$ cat src/rtl/pipeline_ctrl_fsm_pkg.sv
// Shared types and constants for the commit-stage pipeline controller.
package pipeline_ctrl_fsm_pkg;

    localparam int unsigned XLEN       = 32;
    localparam int unsigned CSR_ADDR_W = 14;

    // CSR addresses watched for write-forwarding from WB
    localparam logic [CSR_ADDR_W-1:0] CSR_CRMD   = 14'h000;
    localparam logic [CSR_ADDR_W-1:0] CSR_ECFG   = 14'h004;
    localparam logic [CSR_ADDR_W-1:0] CSR_ESTAT  = 14'h005;
    localparam logic [CSR_ADDR_W-1:0] CSR_ERA    = 14'h006;
    localparam logic [CSR_ADDR_W-1:0] CSR_EENTRY = 14'h00C;

    localparam int unsigned CRMD_IE_BIT = 2;
    localparam int unsigned CAUSE_INT   = 0;

    typedef enum logic [1:0] {
        RUN       = 2'd0,
        FLUSH     = 2'd1,
        IDLE_WAIT = 2'd2
    } ctrl_state_t;

    typedef struct packed {
        logic                  we;
        logic [CSR_ADDR_W-1:0] addr;
        logic [XLEN-1:0]       wdata;
    } csr_fwd_t;

endpackage

$ cat src/rtl/pipeline_ctrl_fsm_exc_prio_enc.sv
// Priority select of an exception cause: the highest-index set source wins.
module exc_prio_enc #(
    parameter int unsigned NUM_SRC = 6,
    parameter int unsigned CAUSE_W = 7
) (
    input  logic [NUM_SRC-1:0]         is_exc,
    input  logic [NUM_SRC*CAUSE_W-1:0] cause_vec,
    output logic                       any_c,
    output logic [CAUSE_W-1:0]         cause_c
);

    logic [NUM_SRC-1:0] sel;
    logic               higher;

    // Onehot select, then an AND-OR mux of the chosen cause
    always_comb begin
        sel     = '0;
        higher  = 1'b0;
        cause_c = '0;
        for (int i = NUM_SRC - 1; i >= 0; i--) begin
            sel[i] = is_exc[i] & ~higher;
            higher = higher | is_exc[i];
        end
        for (int i = 0; i < NUM_SRC; i++) begin
            cause_c = cause_c | ({CAUSE_W{sel[i]}} & cause_vec[i*CAUSE_W +: CAUSE_W]);
        end
    end

    assign any_c = |is_exc;

endmodule

$ cat src/rtl/pipeline_ctrl_fsm.sv
// Commit-stage pipeline control: pause mask, exception/interrupt reporting,
// multi-cycle flush with PC redirect, and IDLE wake-up.
module pipeline_ctrl_fsm
    import pipeline_ctrl_fsm_pkg::*;
#(
    parameter int unsigned NUM_STAGES  = 7,
    parameter int unsigned NUM_EXC_SRC = 6,
    parameter int unsigned NUM_INT     = 12,
    parameter int unsigned CAUSE_W     = 7,
    parameter int unsigned FLUSH_HOLD  = 1
) (
    input  logic                           clk,
    input  logic                           rst_n,
    input  logic [NUM_STAGES-1:0]          pause_req,
    input  logic                           commit_valid,
    input  logic [XLEN-1:0]                commit_pc,
    input  logic [NUM_EXC_SRC-1:0]         commit_is_exc,
    input  logic [NUM_EXC_SRC*CAUSE_W-1:0] commit_cause,
    input  logic [XLEN-1:0]                commit_exc_addr,
    input  logic                           commit_is_ertn,
    input  logic                           commit_is_idle,
    input  logic [XLEN-1:0]                csr_era,
    input  logic [XLEN-1:0]                csr_eentry,
    input  logic [NUM_INT-1:0]             csr_lie,
    input  logic [NUM_INT-1:0]             csr_is,
    input  logic                           csr_ie,
    input  logic                           fwd_csr_we,
    input  logic [CSR_ADDR_W-1:0]          fwd_csr_addr,
    input  logic [XLEN-1:0]                fwd_csr_wdata,
    output logic [NUM_STAGES-1:0]          pause_o,
    output logic                           flush_o,
    output logic                           redirect_valid,
    output logic [XLEN-1:0]                redirect_pc,
    output logic                           exc_valid,
    output logic [CAUSE_W-1:0]             exc_cause,
    output logic [XLEN-1:0]                exc_pc,
    output logic [XLEN-1:0]                exc_addr,
    output logic                           int_pending
);

    localparam int unsigned CNT_W = (FLUSH_HOLD > 1) ? $clog2(FLUSH_HOLD) : 1;

    ctrl_state_t        state, state_n;
    logic [CNT_W-1:0]   cnt, cnt_n;
    logic               flush_n, redirect_valid_n;
    logic [XLEN-1:0]    redirect_pc_n;
    logic               take_flush;
    logic [XLEN-1:0]    flush_target;

    csr_fwd_t           fwd;
    logic [XLEN-1:0]    era_cur, eentry_cur;
    logic [NUM_INT-1:0] lie_cur, is_cur, fwd_int_field;
    logic               ie_cur;

    logic [NUM_STAGES-1:0] pause_prefix;
    logic                  enc_any;
    logic [CAUSE_W-1:0]    enc_cause;

    // CSR view seen by this cycle's commit, including the WB write in flight
    assign fwd           = '{we: fwd_csr_we, addr: fwd_csr_addr, wdata: fwd_csr_wdata};
    assign fwd_int_field = NUM_INT'({fwd.wdata[12:11], fwd.wdata[9:0]});
    assign era_cur       = (fwd.we && fwd.addr == CSR_ERA)    ? fwd.wdata     : csr_era;
    assign eentry_cur    = (fwd.we && fwd.addr == CSR_EENTRY) ? fwd.wdata     : csr_eentry;
    assign lie_cur       = (fwd.we && fwd.addr == CSR_ECFG)   ? fwd_int_field : csr_lie;
    assign is_cur        = (fwd.we && fwd.addr == CSR_ESTAT)  ? fwd_int_field : csr_is;
    assign ie_cur        = (fwd.we && fwd.addr == CSR_CRMD)   ? fwd.wdata[CRMD_IE_BIT] : csr_ie;
    assign int_pending   = ie_cur & (|(lie_cur & is_cur));

    exc_prio_enc #(
        .NUM_SRC (NUM_EXC_SRC),
        .CAUSE_W (CAUSE_W)
    ) u_exc_prio_enc (
        .is_exc    (commit_is_exc),
        .cause_vec (commit_cause),
        .any_c     (enc_any),
        .cause_c   (enc_cause)
    );

    // A stage pauses when it or any later stage requests a pause
    always_comb begin
        pause_prefix = '0;
        for (int i = 0; i < NUM_STAGES; i++) begin
            pause_prefix[i] = |(pause_req >> i);
        end
    end

    always_comb begin
        state_n          = state;
        cnt_n            = cnt;
        flush_n          = 1'b0;
        redirect_valid_n = 1'b0;
        redirect_pc_n    = redirect_pc;
        take_flush       = 1'b0;
        flush_target     = eentry_cur;
        exc_valid        = 1'b0;
        exc_cause        = '0;
        exc_pc           = commit_pc;
        exc_addr         = commit_exc_addr;
        pause_o          = pause_prefix;

        case (state)
            RUN: begin
                if (commit_valid) begin
                    if (int_pending) begin
                        exc_valid  = 1'b1;
                        exc_cause  = CAUSE_W'(CAUSE_INT);
                        take_flush = 1'b1;
                    end else if (enc_any) begin
                        exc_valid  = 1'b1;
                        exc_cause  = enc_cause;
                        take_flush = 1'b1;
                    end else if (commit_is_ertn) begin
                        flush_target = era_cur;
                        take_flush   = 1'b1;
                    end else if (commit_is_idle) begin
                        state_n = IDLE_WAIT;
                    end
                end
            end
            FLUSH: begin
                pause_o = '0;
                if (cnt == '0) begin
                    state_n = RUN;
                end else begin
                    cnt_n   = cnt - CNT_W'(1);
                    flush_n = 1'b1;
                end
            end
            IDLE_WAIT: begin
                pause_o = {1'b0, {(NUM_STAGES-1){1'b1}}};
                // Wake-up resumes after the IDLE instruction
                if (int_pending) begin
                    exc_valid  = 1'b1;
                    exc_cause  = CAUSE_W'(CAUSE_INT);
                    exc_pc     = commit_pc + XLEN'(4);
                    take_flush = 1'b1;
                end
            end
            default: state_n = RUN;
        endcase

        if (take_flush) begin
            state_n          = FLUSH;
            cnt_n            = CNT_W'(FLUSH_HOLD - 1);
            flush_n          = 1'b1;
            redirect_valid_n = 1'b1;
            redirect_pc_n    = flush_target;
        end
    end

    always_ff @(posedge clk or negedge rst_n) begin
        if (!rst_n) begin
            state          <= RUN;
            cnt            <= '0;
            flush_o        <= 1'b0;
            redirect_valid <= 1'b0;
            redirect_pc    <= '0;
        end else begin
            state          <= state_n;
            cnt            <= cnt_n;
            flush_o        <= flush_n;
            redirect_valid <= redirect_valid_n;
            redirect_pc    <= redirect_pc_n;
        end
    end

endmodule

$ cat config.mk
export PLATFORM = sky130hd
export DESIGN_NAME = pipeline_ctrl_fsm
export DESIGN_NICKNAME = d
export VERILOG_FILES = /design/src/rtl/pipeline_ctrl_fsm_pkg.sv /design/src/rtl/pipeline_ctrl_fsm_exc_prio_enc.sv /design/src/rtl/pipeline_ctrl_fsm.sv
export SDC_FILE = /design/constraint.sdc
export NUM_CORES = 1
export LEC_CHECK = 0
export CORE_AREA = 2 2 147 149
export CTS_BUF_LIST = sky130_fd_sc_hd__clkbuf_8
export DETAILED_ROUTE_END_ITERATION = 7
export DIE_AREA = 0 0 149 151
export PLACE_DENSITY = 0.63
export SLEW_MARGIN = 20
export SYNTH_ARGS = -nofsm -noshare
export SYNTH_HDL_FRONTEND = slang
export SYNTH_SLANG_ARGS = --single-unit
$ cat constraint.sdc
create_clock -name clk -period 3.69 [get_ports clk]
set_input_delay 0.738 -clock clk [delete_from_list [all_inputs] [get_ports clk]]
set_output_delay 0.738 -clock clk [all_outputs]
set_load 0.005 [all_outputs]
# --- After elaboration in Yosys (flattened, before gate mapping) ---
# Cells that the tools add are included.
totals:
  register_bits: 37
  latchBits: 0
  ram_bits: 0
  mem_bits_ro: 0
  inputBits: 260
  output_inout_bits: 114
  elab_cells: 106
  n_memories: 0
op_classes:
  add_sub_neg: 2
  mul: 0
  div_mod_pow: 0
  order_cmp: 0
  n_eq_ne: 13
  n_shift: 0
  n_mux: 42
  bitwise: 27
  n_reduce_logical: 17
op_table:
  columns: ["op", "n"]
  rows:
  - ["$mux W32", 9]
  - ["$and A7 B7 Y7", 6]
  - ["$eq A14 B3 Y1 const B", 3]
  - ["$or A7 B7 Y7", 5]
  - ["$add A32 B3 Y32 const B", 1]
  - ["$mux W7", 4]
  - ["$mux W12", 2]
  - ["$ne A3 B3 Y1 const B", 6]
  - ["$mux W1", 16]
  - ["$eq A14 B4 Y1 const B", 1]
  - ["$logic_not A14 Y1", 1]
  - ["$mux W2", 7]
  - ["$pmux W7 S2", 1]
  - ["$and A12 B12 Y12", 1]
  - ["$reduce_or A12 Y1", 1]
  - ["$reduce_or A6 Y1", 2]
  - ["$reduce_and A7 Y1", 1]
  - ["$reduce_or A7 Y1", 1]
  - ["$and A1 B1 Y1", 6]
  - ["$pmux W2 S3", 1]
  - ["$logic_and A1 B1 Y1", 5]
  - ["$not A1 Y1", 5]
  - ["$reduce_or A5 Y1", 1]
  - ["$or A1 B1 Y1", 4]
  - ["other kinds (10)", 11]

# --- Logic depth before layout (Yosys ltp) ---
depth:
  word_depth: 16
  mapped_depth: 9
  mapped_depth_nobuf: 9

# --- Cells and area by module ---
# From an unflattened synthesis, not the netlist that was laid out.
unflattened:
  hier_cells: 660
  hier_area_um2: 5041.1
modules_own_cells:
  columns: ["module", "n_inst", "cells_per_inst", "area_per_inst_um2", "seq_area_each_um2"]
  rows:
  - ["pipeline_ctrl_fsm", 1, 609, 4647.0, 875.8]
  - ["exc_prio_enc", 1, 51, 394.1, 0.0]

# --- Least setup slack after synthesis ---
# OpenSTA, ideal clock, no wires.
synth_timing:
  kind: "input -> output"
  from: "input port fwd_csr_addr[6]"
  to: "output port exc_cause[0]"
  arrival_ns: 2.818
  required_time_ns: 2.952
  path_slack_ns: 0.134
  cell_stages: 9
  n_path_buf: 2
  path_cell_list: "nor4_4 nand4_2 a221o_1 a211o_1 and2_1 buf_2 or3_1 buf_4 a21oi_2"
synth_via:
  elab_chain_cells: 9
  word_cells_on_any_way: 15
synth_rtl:
  columns: ["element", "line", "rtl"]
  rows:
  - ["start: declaration", "pipeline_ctrl_fsm.sv:28", "input logic [CSR_ADDR_W-1:0] fwd_csr_addr,"]
  - ["$eq A14 B3 Y1, on equally long branches", "pipeline_ctrl_fsm.sv:64, pipeline_ctrl_fsm.sv:65", null]
  - ["$logic_and A1 B1 Y1, on equally long branches", "pipeline_ctrl_fsm.sv:64, pipeline_ctrl_fsm.sv:65", null]
  - ["$mux W12, on equally long branches", "pipeline_ctrl_fsm.sv:64, pipeline_ctrl_fsm.sv:65", null]
  - ["$and A12 B12 Y12", "pipeline_ctrl_fsm.sv:67", "assign int_pending = ie_cur & (|(lie_cur & is_cur));"]
  - ["$reduce_or A12 Y1", "pipeline_ctrl_fsm.sv:67", null]
  - ["$and A1 B1 Y1 (*)", "pipeline_ctrl_fsm.sv:67", null]
  - ["net int_pending", "pipeline_ctrl_fsm.sv:38", "output logic int_pending"]
  - ["$mux W7 (*)", "pipeline_ctrl_fsm.sv:104", "if (int_pending) begin"]
  - ["$mux W7 (*)", "pipeline_ctrl_fsm.sv:103", "if (commit_valid) begin"]
  - ["$mux W7 (*)", null, null]
  - ["end: declaration", "pipeline_ctrl_fsm.sv:35", "output logic [CAUSE_W-1:0] exc_cause,"]
# Mark *: on every way through the listed nets, which the timed path passes. The rest lies on a longest branch.

# --- Worst setup path after layout ---
layout_timing:
  from: "input port fwd_csr_addr[13]"
  to: "output port exc_cause[4]"
layout_via:
  elab_chain_cells: 9
  word_cells_on_any_way: 15
layout_rtl:
  columns: ["element", "line"]
  rows:
  - ["$eq A14 B3 Y1, on equally long branches", "pipeline_ctrl_fsm.sv:64, pipeline_ctrl_fsm.sv:65"]
  - ["$logic_and A1 B1 Y1, on equally long branches", "pipeline_ctrl_fsm.sv:64, pipeline_ctrl_fsm.sv:65"]
  - ["$mux W12, on equally long branches", "pipeline_ctrl_fsm.sv:64, pipeline_ctrl_fsm.sv:65"]
  - ["$and A12 B12 Y12", "pipeline_ctrl_fsm.sv:67"]
  - ["$reduce_or A12 Y1", "pipeline_ctrl_fsm.sv:67"]
  - ["$and A1 B1 Y1 (*)", "pipeline_ctrl_fsm.sv:67"]
  - ["$mux W7 (*)", "pipeline_ctrl_fsm.sv:104"]
  - ["$mux W7 (*)", "pipeline_ctrl_fsm.sv:103"]
  - ["$mux W7 (*)", null]
# Mark *: on every way between the ends. The rest lies on a longest branch, timed or not.

==> Implementation_results.wiki <==
{| class="wikitable"
! Metric !! Value
|-
| Ports placed on the boundary || 374
|-
| Number of cells produced by synthesis || 484
|-
| Core area || 20,800 µm²
|-
| Port Buffer Count || 305
|-
| Vias in the first global route || 5,179
|-
| Post-layout min period || 4.14 ns
|-
| Kind of launch point of the worst setup path || primary input
|-
| Sequential-to-total area share from yosys stat || 24.1%
|-
| Via density per instance || 4.56
|-
| Number of different library cells in the post-synthesis netlist || 49
|-
| Most used flip-flop cell after synthesis || dfrtp_1
|-
| Ratio of cells with drive above 1 in the final layout || 30.3%
|-
| Required time at the worst-slack endpoint || 2.95 ns
|-
| Post-synthesis net count || 747
|-
| DRT Pass-1 Iters || 4
|-
| Final cell utilization of the core || 39.8%
|-
| CTS sink count || 35
|-
| Mean instance size in the synthesized netlist || 7.51 µm²
|-
| Gp weighted congestion || 0.833
|-
| Clock-pin slew on the worst setup and hold paths || 0.09 ns
|-
| Reg-to-reg endpoint || redirect_pc[3]
|-
| Setup repair after global routing missed its margin || yes
|-
| Most prevalent standard cell on the critical path || buf_6
|-
| Max IR drop VDD || 0.000161 V
|-
| Total placed cells including tap cells || 1,081
|-
| Power per Cell Area || 292 nW/µm²
|-
| Yosys reg bits || 35
|-
| Worst Hold Margin || 0.532 ns
|-
| Count of antenna-violating nets left after detailed routing || 0
|-
| Die ar. || 22,500 µm²
|-
| Post-detailed-placement half-perimeter wirelength || 15.1 mm
|-
| Class of the most critical setup path || in2out
|-
| Number of warnings printed during yosys synthesis || 0
|-
| Global-route wire length before repair || 28.2 mm
|-
| Number of buffers between clock root and the deepest sink || 2
|-
| Total number of vias || 5,204
|-
| Average wire length per cell after detail routing || 17.8 µm
|-
| Clock insertion delay at the later pin of the skew report || 0.30 ns
|-
| TritonCTS clock tree || done
|-
| Element type at the critical path end || output pin
|-
| Horizontal extent of the die || 149 µm
|-
| Largest net degree at the start of global routing || 68
|-
| Height of the die || 151 µm
|-
| Non-filler instance count after layout || 1,142
|-
| Max Fclk || 242 MHz
|-
| Critical path's slowest cell || nor4b_4
|-
| Crit Reg-Reg Startpoint || state[0]
|-
| Area Growth Syn to Fin || 128%
|-
| Std-Cell Rows || 53
|-
| Total wire length || 20.3 mm
|-
| Residual DRC count || 0
|-
| Final slew viol count || 0
|-
| Class of the tightest hold or removal check || in2async
|-
| Actual slew at the worst max-slew pin || 0.836 ns
|-
| Final worst-path setup slack || -0.448 ns
|-
| Most frequent cells in the layout || 226 x clkdlybuf4s50_1, 94 x buf_4, 59 x nand2_1, 40 x buf_2, 38 x nor2_1
|-
| Total Nets Final || 1,129
|-
| CP Cell Sequence || buf_6 > nor4b_4 > nand4_1 > buf_4 > nor3_2 > mux2_4 > buf_4 > and2_4 > or3_4 > buf_6 > buf_6 > buf_6 > a21oi_2 > buf_2
|-
| Number of synthesized flops with an enable pin || 0
|-
| Initial core utilization || 17.5%
|-
| Slack of the worst reg-to-reg path || 1.55 ns
|-
| Most common cell after layout, fill and taps aside || clkdlybuf4s50_1
|-
| Synth Cell Area || 3640 µm²
|-
| Max-slew headroom || 44.3%
|-
| Peak per-stage delay on the critical path || 0.39 ns
|-
| Total CTS buffers || 5
|-
| Antenna violations before repair || 0
|-
| Final critical-path share of the clock period || 112%
|-
| Final setup violation count || 37
|-
| Pleak || 3.60 nW
|-
| Cts hold-fix bufs || 0
|-
| Hold Vio Cnt, Final || 0
|-
| Clk Tree Root Cell || clkbuf_8
|-
| Leftover overflow at the end of global routing || 0
|-
| Crit path buffers/inverters || 7
|-
| Number of inserted diodes || 0
|-
| Max_cap viols || 0
|-
| Endpoint arrival time on the critical path || 3.40 ns
|-
| Violations in the final reports || setup timing
|-
| R2R depth || 9
|-
| Critical path fanouts, max || 3
|-
| Worst setup skew after layout || 0.00810 ns
|-
| Iteration-0 DRC Markers || 232
|-
| H-tree Lvls || 2
|-
| Result of the run || complete, but fails checks
|-
| Share of synthesized registers carrying an async set or reset || 100%
|-
| Global Route Usage Sum || 16.3%
|-
| Cell class contributing the biggest share of worst-path delay || simple AND/OR/NAND/NOR gates
|}
==> cells by family (layout without fill, tap and decap cells) <==
group / count (synthesis) / in the layout / synth area share, %
DFF: 35 / 35 / 24.1
xor gates and xnor gates: 29 / 29 / 6.98
and+or+nand+nor: 177 / 177 / 23.8
adders and majority gates: 3 / 3 / 1.03
AOI/OAI and AO/OA: 158 / 158 / 30.9
buffers and inverters: 78 / 461 / 12.0
muxes: 4 / 4 / 1.20
==> worst reg2reg max path, delay by kind of cell (launching register included) <==
family	cells	cell delay [ns]
AOI/OAI and AO/OA	3	0.59
adders and majority gates	1	0.21
buffers and inverters	3	0.41
DFF	1	0.40
and+or+nand+nor	2	0.40
==> synth_stat cells (4+ instances only) <==
master | number | area share [%]
a21o_1 | 5 | 1.0
a21oi_2 | 7 | 1.7
a221oi_1 | 9 | 2.2
a222oi_1 | 4 | 1.1
a22o_1 | 4 | 0.96
a22oi_1 | 12 | 2.5
a2bb2oi_1 | 32 | 7.7
a31oi_1 | 33 | 5.7
buf_2 | 7 | 0.96
buf_4 | 36 | 7.4
clkbuf_1 | 22 | 2.3
dfrtp_1 | 35 | 24
inv_1 | 13 | 1.3
nand2_1 | 60 | 6.2
nand3_1 | 11 | 1.5
nand4_1 | 9 | 1.5
nor2_1 | 47 | 4.9
nor3_1 | 18 | 2.5
nor4_1 | 6 | 1.0
o21ai_0 | 34 | 4.7
o21ai_1 | 8 | 1.1
xnor2_1 | 9 | 2.2
xor2_1 | 20 | 4.8
==> state kept, by name (all words and copies together) (netlist names) <==
signal       cells
redirect_pc     32
state            2
flush_o          1
==> layer usage <==
layer,wire length [µm],global-route usage [%],vias up
li1,-,-,2520
met1,7740,18.3,2394
met2,10200,28.6,231
met3,1590,4.79,59
met4,785,7.67,0
met5,0,0,-
==> stage by stage <==
stage | TNS (ns) | setup WS (ns) | cell area, µm² | power (mW)
final | -8.36 | -0.448 | 8290 | 2.43
after global routing | -12.89 | -0.529 | 8290 | 2.60
after CTS | -9.82 | -0.425 | 7900 | 2.44
after detailed placement | -31.92 | -0.978 | 7380 | 2.05
after global placement | -28.47 | -0.913 | 7380 | 2.04
after floorplan | 0 | 0.134 | 3640 | 1.12
==> how the worst max path moves through the flow <==
stage                      from      endpoint  slack [ns]  depth (start not counted)
2_1_floorplan   fwd_csr_addr[6]  exc_cause[0]        0.13                          9
3_3_place_gp   fwd_csr_wdata[1]  exc_cause[1]       -0.91                          9
3_5_place_dp   fwd_csr_addr[10]  exc_cause[5]       -0.98                          9
4_1_cts        fwd_csr_addr[12]  exc_cause[2]       -0.43                         14
5_1_grt        fwd_csr_addr[13]    exc_pc[19]       -0.53                         14
6_report       fwd_csr_addr[13]  exc_cause[4]       -0.45                         14
==> cell type report <==
type / count / area (µm²)
repair buffers: 440 / 4100
flip-flops and latches: 35 / 876
clock buffers: 5 / 68.8
inverters: 13 / 48.8
fillers: 2148 / 12500
well taps: 275 / 344
multi-input cells: 371 / 2820
clock inverters: 3 / 43.8
==> report_power, final <==
group / leakage [nW] / switching, mW / internal (mW)
clock: 0.0581 / 0.172 / 0.202
sequential: 0.390 / 0.105 / 0.563
combinational: 3.15 / 0.555 / 0.828
total: 3.60 / 0.832 / 1.59
==> what timing repair did <==
item | CTS | global route
endpoints found under the setup margin | 39 | 71
buffers inserted | 35 | 22
gates resized for setup | 282 | 76
cloned | 1 | 4
pin swaps | 44 | 47
(Power assumes the default switching activity.)
